**config.mk**
```make
export PLATFORM = sky130hd
export DESIGN_NAME = uart_tx_arb
export DESIGN_NICKNAME = d
export VERILOG_FILES = /design/src/rtl/uart_tx_arb.sv
export SDC_FILE = /design/constraint.sdc
export NUM_CORES = 1
export LEC_CHECK = 0
export CAP_MARGIN = 25
export CORE_MARGIN = 4
export CORE_UTILIZATION = 54
export CTS_CLUSTER_SIZE = 30
export DETAILED_ROUTE_END_ITERATION = 8
export GPL_ROUTABILITY_DRIVEN = 0
export HOLD_SLACK_MARGIN = 0.02
export PLACE_DENSITY_LB_ADDON = 0.08
export SLEW_MARGIN = 20
export SYNTH_ARGS = -nofsm -noshare
export SYNTH_HDL_FRONTEND = slang
export SYNTH_SLANG_ARGS = --single-unit
```
**constraint.sdc**
```tcl
create_clock -name clk -period 7.5 [get_ports clk]
set_input_delay 1.5 -clock clk [delete_from_list [all_inputs] [get_ports clk]]
set_output_delay 1.5 -clock clk [all_outputs]
set_load 0.05 [all_outputs]
```
**src/rtl/uart_tx_arb.sv**
```systemverilog
// Round-robin arbiter that time-shares one uart_tx serializer between N_REQ byte requesters.
// Define UART_ARB_LOCK_EN to add req_lock, which keeps multi-byte packets atomic.
module uart_tx_arb #(
   parameter int N_REQ = 4,
   parameter int ID_W  = 2
) (
   input  logic               clk,
   input  logic               rst,
   input  logic [N_REQ-1:0]   req_valid,
   input  logic [8*N_REQ-1:0] req_data,
`ifdef UART_ARB_LOCK_EN
   input  logic [N_REQ-1:0]   req_lock,
`endif
   output logic [N_REQ-1:0]   req_ready,
   output logic [7:0]         tx_data,
   output logic               tx_valid,
   input  logic               tx_ready,
   output logic [ID_W-1:0]    grant_id,
   output logic               busy,
   output logic [1:0]         dbg_state
);

   // Handshakes: a byte moves on a rising clk edge where valid && ready are both high.
   // req_ready depends on req_valid within the cycle; tx_valid never depends on tx_ready.
   typedef enum logic [1:0] {
      IDLE      = 2'd0,
      ISSUE     = 2'd1,
      WAIT_LOW  = 2'd2,
      WAIT_HIGH = 2'd3
   } state_t;

   state_t          state;
   state_t          state_nxt;
   logic [ID_W-1:0] ptr;
   logic [ID_W-1:0] ptr_nxt;
   logic [ID_W-1:0] winner;
   logic [7:0]      winner_data;
   logic [N_REQ-1:0] pick;
   logic            winner_found;
   logic [ID_W-1:0] grant_inc;
   logic            hold_ptr;
   int              idx;

   // First valid requester at or above ptr, wrapping modulo N_REQ.
   always_comb begin
      winner       = '0;
      winner_data  = 8'h00;
      pick         = '0;
      winner_found = 1'b0;
      idx          = 0;
      for (int k = 0; k < N_REQ; k++) begin
         idx = int'(ptr) + k;
         if (idx >= N_REQ) idx = idx - N_REQ;
         if (!winner_found && req_valid[idx]) begin
            winner_found = 1'b1;
            winner       = ID_W'(idx);
            winner_data  = req_data[8*idx +: 8];
            pick[idx]    = 1'b1;
         end
      end
   end

   assign grant_inc = (grant_id == ID_W'(N_REQ - 1)) ? '0 : grant_id + 1'b1;

   // Holding ptr at grant_id also covers lock release: if that requester has gone
   // invalid the search from grant_id naturally lands on grant_id+1 onward.
`ifdef UART_ARB_LOCK_EN
   assign hold_ptr = req_lock[grant_id];
`else
   assign hold_ptr = 1'b0;
`endif

   always_comb begin
      state_nxt = state;
      ptr_nxt   = ptr;
      req_ready = '0;
      case (state)
         IDLE: begin
            if (winner_found) begin
               req_ready = pick;
               state_nxt = ISSUE;
            end
         end
         ISSUE: begin
            if (tx_ready) state_nxt = WAIT_LOW;
         end
         WAIT_LOW: begin
            if (!tx_ready) state_nxt = WAIT_HIGH;
         end
         WAIT_HIGH: begin
            if (tx_ready) begin
               state_nxt = IDLE;
               ptr_nxt   = hold_ptr ? grant_id : grant_inc;
            end
         end
         default: state_nxt = IDLE;
      endcase
   end

   always_ff @(posedge clk or negedge rst) begin
      if (!rst) begin
         state    <= IDLE;
         ptr      <= '0;
         grant_id <= '0;
         tx_data  <= 8'h00;
      end else begin
         state <= state_nxt;
         ptr   <= ptr_nxt;
         if (state == IDLE && winner_found) begin
            tx_data  <= winner_data;
            grant_id <= winner;
         end
      end
   end

   assign tx_valid  = (state == ISSUE);
   assign busy      = (state != IDLE);
   assign dbg_state = state;

`ifndef SYNTHESIS
   a_ready_onehot: assert property (@(posedge clk) disable iff (!rst) $onehot0(req_ready));
   a_ready_idle:   assert property (@(posedge clk) disable iff (!rst) (req_ready != '0) |-> (state == IDLE));
   a_issue_hold:   assert property (@(posedge clk) disable iff (!rst)
                      (state == ISSUE && !tx_ready) |=> (state == ISSUE && $stable(tx_data)));
`endif

endmodule
```
==> flow_summary.yaml <==
yosys:
  synth_edf_count: 0
  ys_seq_elements: 14
  avgSynthCellArea_um2: 10.2
  yosys_warnings: 0
  yosysTopAreaCell: "mux4_2"
  synthTopCellsByArea: "mux4_2 29%, dfrtp_1 16%, mux2i_1 8.3%"
  synth.most_common_cell: "a21oi_1"
  async_reset_ff_frac: 1.00
  synth_cells: 212
  syn_area_mm2: 0.00216
  synth_flop_cell: "dfrtp_1"
  synth.distinct_cells: 36
  synth_common_cells: "31 x a21oi_1, 28 x mux4_2, 18 x mux2i_1"
  syn_nets: 262
  yosys.area.top_type_share: 0.292
  yosysSeqAreaShare: 0.162
global_routing:
  met2_usage: 0.358
  grt-ovfl-total: 0
  grt_first_pass_wirelength_mm: 9.05
  gr-max-usage-layer: "met2"
  grtUsageMet1: 0.317
  grt_usage: 0.219
  grtUsageMet3: 0.0323
  antenna_found_initial: 0
  grt_max_degree: 54
  grt_pass1_vias: 1850
final_layout:
  fin_area_mm2: 0.00274
  stdcell_count: 303
  multi_input_area_mm2: 0.00165
  fin_nets: 306
  fillCellCount: 298
  diodes: 0
  regArea_um2: 352
  drive_gt1_frac: 0.180
  synthToLayoutAreaGrowth_pct: 26.7
floorplan:
  die_h_um: 71.2
  pin_count: 57
  core_area_mm2: 0.00377
  start_util: 0.573
  rows: 22
  dieArea_mm2: 0.00508
  die_w_um: 71.2
drt:
  drc: 0
  vias_per_cell: 6.50
  via_count: 1970
  dr.pass1.iters: 4
  wl_per_cell_um: 18.1
  drtAntennaViolNets: 0
  drt-initial-drc-count: 174
  totalWireLength_mm: 5.48
sta:
  tns_ps: 0
  relSlewSlack: 0.477
  final_hold_viol_count: 0
  whs_ps: 527
  fin_worst_skew_ps: 3.44
  period_needed_ps: 6290
  timing.fmax_ghz: 0.159
  tightest_slew_ps: 785
  setup_ws_ps: 1210
  setup_viol_count_final: 0
  rsz0062_at_grt: "false"
  fin_crit_sh: 0.839
  slew_violations: 0
clock_tree:
  cts.sinks: 14
  root_buffer: "clkbuf_8"
  cts_tree: "yes"
  postCtsSetupBuffers: 0
  clk_latency_ps: 250
  ctsResizeCount: 0
  postCtsHoldBufs: 0
  h-tree-depth: 1
  clk_pin_slew_ps: 60
  cts_made_buffers: 3
  clockBufferDepth: 2
status:
  outcome: "completed"
power:
  powerDensity_mw_per_mm2: 489
  clock_power_share: 0.050
  p_switching_uw: 704
  p_seq_frac: 0.117
  vdd_drop_max_uv: 264
  p_sw_frac: 0.526
  p_comb_frac: 0.833
  power.internal_uw: 635
  p_leak_uw: 0.00104
worst_setup_path:
  crit_slowest_cell: "dfrtp_1"
  critical_path_buf_inv_count: 4
  reg2reg_to: "tx_data[0]$_DFFE_PN0P_"
  required_ps: 6000
  path_max_fanout: 21
  crit_type: "flip-flop to output pin"
  worst_setup_path_end_kind: "output pin"
  crit_path_start_kind: "flip-flop"
  crit_chain: "clkinv_1 -> ha_1 -> buf_4 -> mux4_2 -> nor2b_1 -> buf_4 -> a22oi_1 -> or2_2 -> a21oi_1 -> clkdlybuf4s50_1"
  r2r-start: "ptr[1]$_DFFE_PN0P_"
  arrival_ps: 4790
  crit_path_frequent_cell: "buf_4"
  cpPeakStageDelay_ps: 830
  critical-path-top-delay-family: "buffers and inverters"
  ff2ff_setup_slack_ps: 3450
  worstRegToRegCells: 8
hold_path:
  hold_path_end: "grant_id[1]$_DFFE_PN0P_"
  min_path_type: "flip-flop to flip-flop"
  worstHoldStart: "grant_id[1]$_DFFE_PN0P_"
  hold_depth: 2
place:
  portBuffers: 56
  placed_cell_area_mm2: 0.00269
  dp.cells: 299
  dp_slack_ps: 1490
  hpwlAfterDp_mm: 3.95
job:
  cap_violations: 0
## worst max path at each step
| stage | from | endpoint | depth (start not counted) |
|---|---|---|---|
| finish | ptr[1]$_DFFE_PN0P_ | req_ready[3] | 10 |
| global route | ptr[1]$_DFFE_PN0P_ | req_ready[0] | 10 |
| CTS | ptr[1]$_DFFE_PN0P_ | req_ready[3] | 10 |
| detailed placement | ptr[1]$_DFFE_PN0P_ | req_ready[3] | 10 |
| global placement | ptr[1]$_DFFE_PN0P_ | req_ready[1] | 10 |
| floorplan | ptr[0]$_DFFE_PN0P_ | req_ready[0] | 11 |
## power by group through the flow
stage | registers, µW | logic, µW | clock network (µW)
floorplan | 250 | 796 | 0
global placement | 157 | 1100 | 0
detailed placement | 158 | 1110 | 0
CTS | 157 | 1120 | 68.1
global route | 164 | 1210 | 72.3
finish | 157 | 1110 | 66.4
## registers in the layout, summed over array words and instances, names as in the netlist
| register | cells |
|---|---|
| ptr | 2 |
| tx_data | 8 |
| dbg_state | 2 |
| grant_id | 2 |
## metrics by stage
step	utilization	total power (µW)
5_1_grt	0.726	1440
6_report	0.726	1340
3_5_place_dp	0.714	1270
3_3_place_gp	0.714	1260
2_1_floorplan	-	1050
4_1_cts	0.726	1340
## kinds of logic after synthesis
group	count (synthesis)	share of synthesized area
multiplexers	47	0.381
AND/OR/NAND/NOR	34	0.0933
AO/OA/AOI/OAI	72	0.221
flip-flops	14	0.162
XOR/XNOR	1	0.00406
buffers and inverters	33	0.0747
adder cells (fa/ha/maj)	11	0.0637
## cells in the final DEF, fill, tap and decap left out, drive strengths merged, types with 3 or more instances in the layout
cell type	synthesis	routed
dfrtp	14	14
clkbuf	8	4
a22oi	9	9
a211oi	8	8
a21oi	31	31
clkdlybuf4s50	0	56
inv	12	12
nand2	8	8
mux2i	18	18
a211o	8	8
ha	11	11
buf	12	3
o221ai	8	8
nor2	13	13
or2	6	6
o21ai	4	4
mux4	28	28
## layout make-up
| class | instances | share of cell area |
|---|---|---|
| Tap cell | 48 | 0.0219 |
| Multi-Input combinational cell | 165 | 0.602 |
| Timing Repair Buffer | 59 | 0.213 |
| Inverter | 13 | 0.0178 |
| Clock buffer | 4 | 0.0165 |
| Sequential cell | 14 | 0.128 |
## worst register-to-register path, stage by stage, from the launching register on
cell	delay, ps
dfrtp_1	830
clkinv_1	530
ha_1	430
buf_4	300
mux4_2	750
or2_4	380
nor3_4	410
a21oi_1	130
a21oi_1	220
## routing by layer
layer / wire (µm) / vias up
met4: 10 / 0
met5: 0 / -
li1: - / 930
met2: 2770 / 75
met3: 347 / 2
met1: 2360 / 963
(Power assumes the default switching activity.)
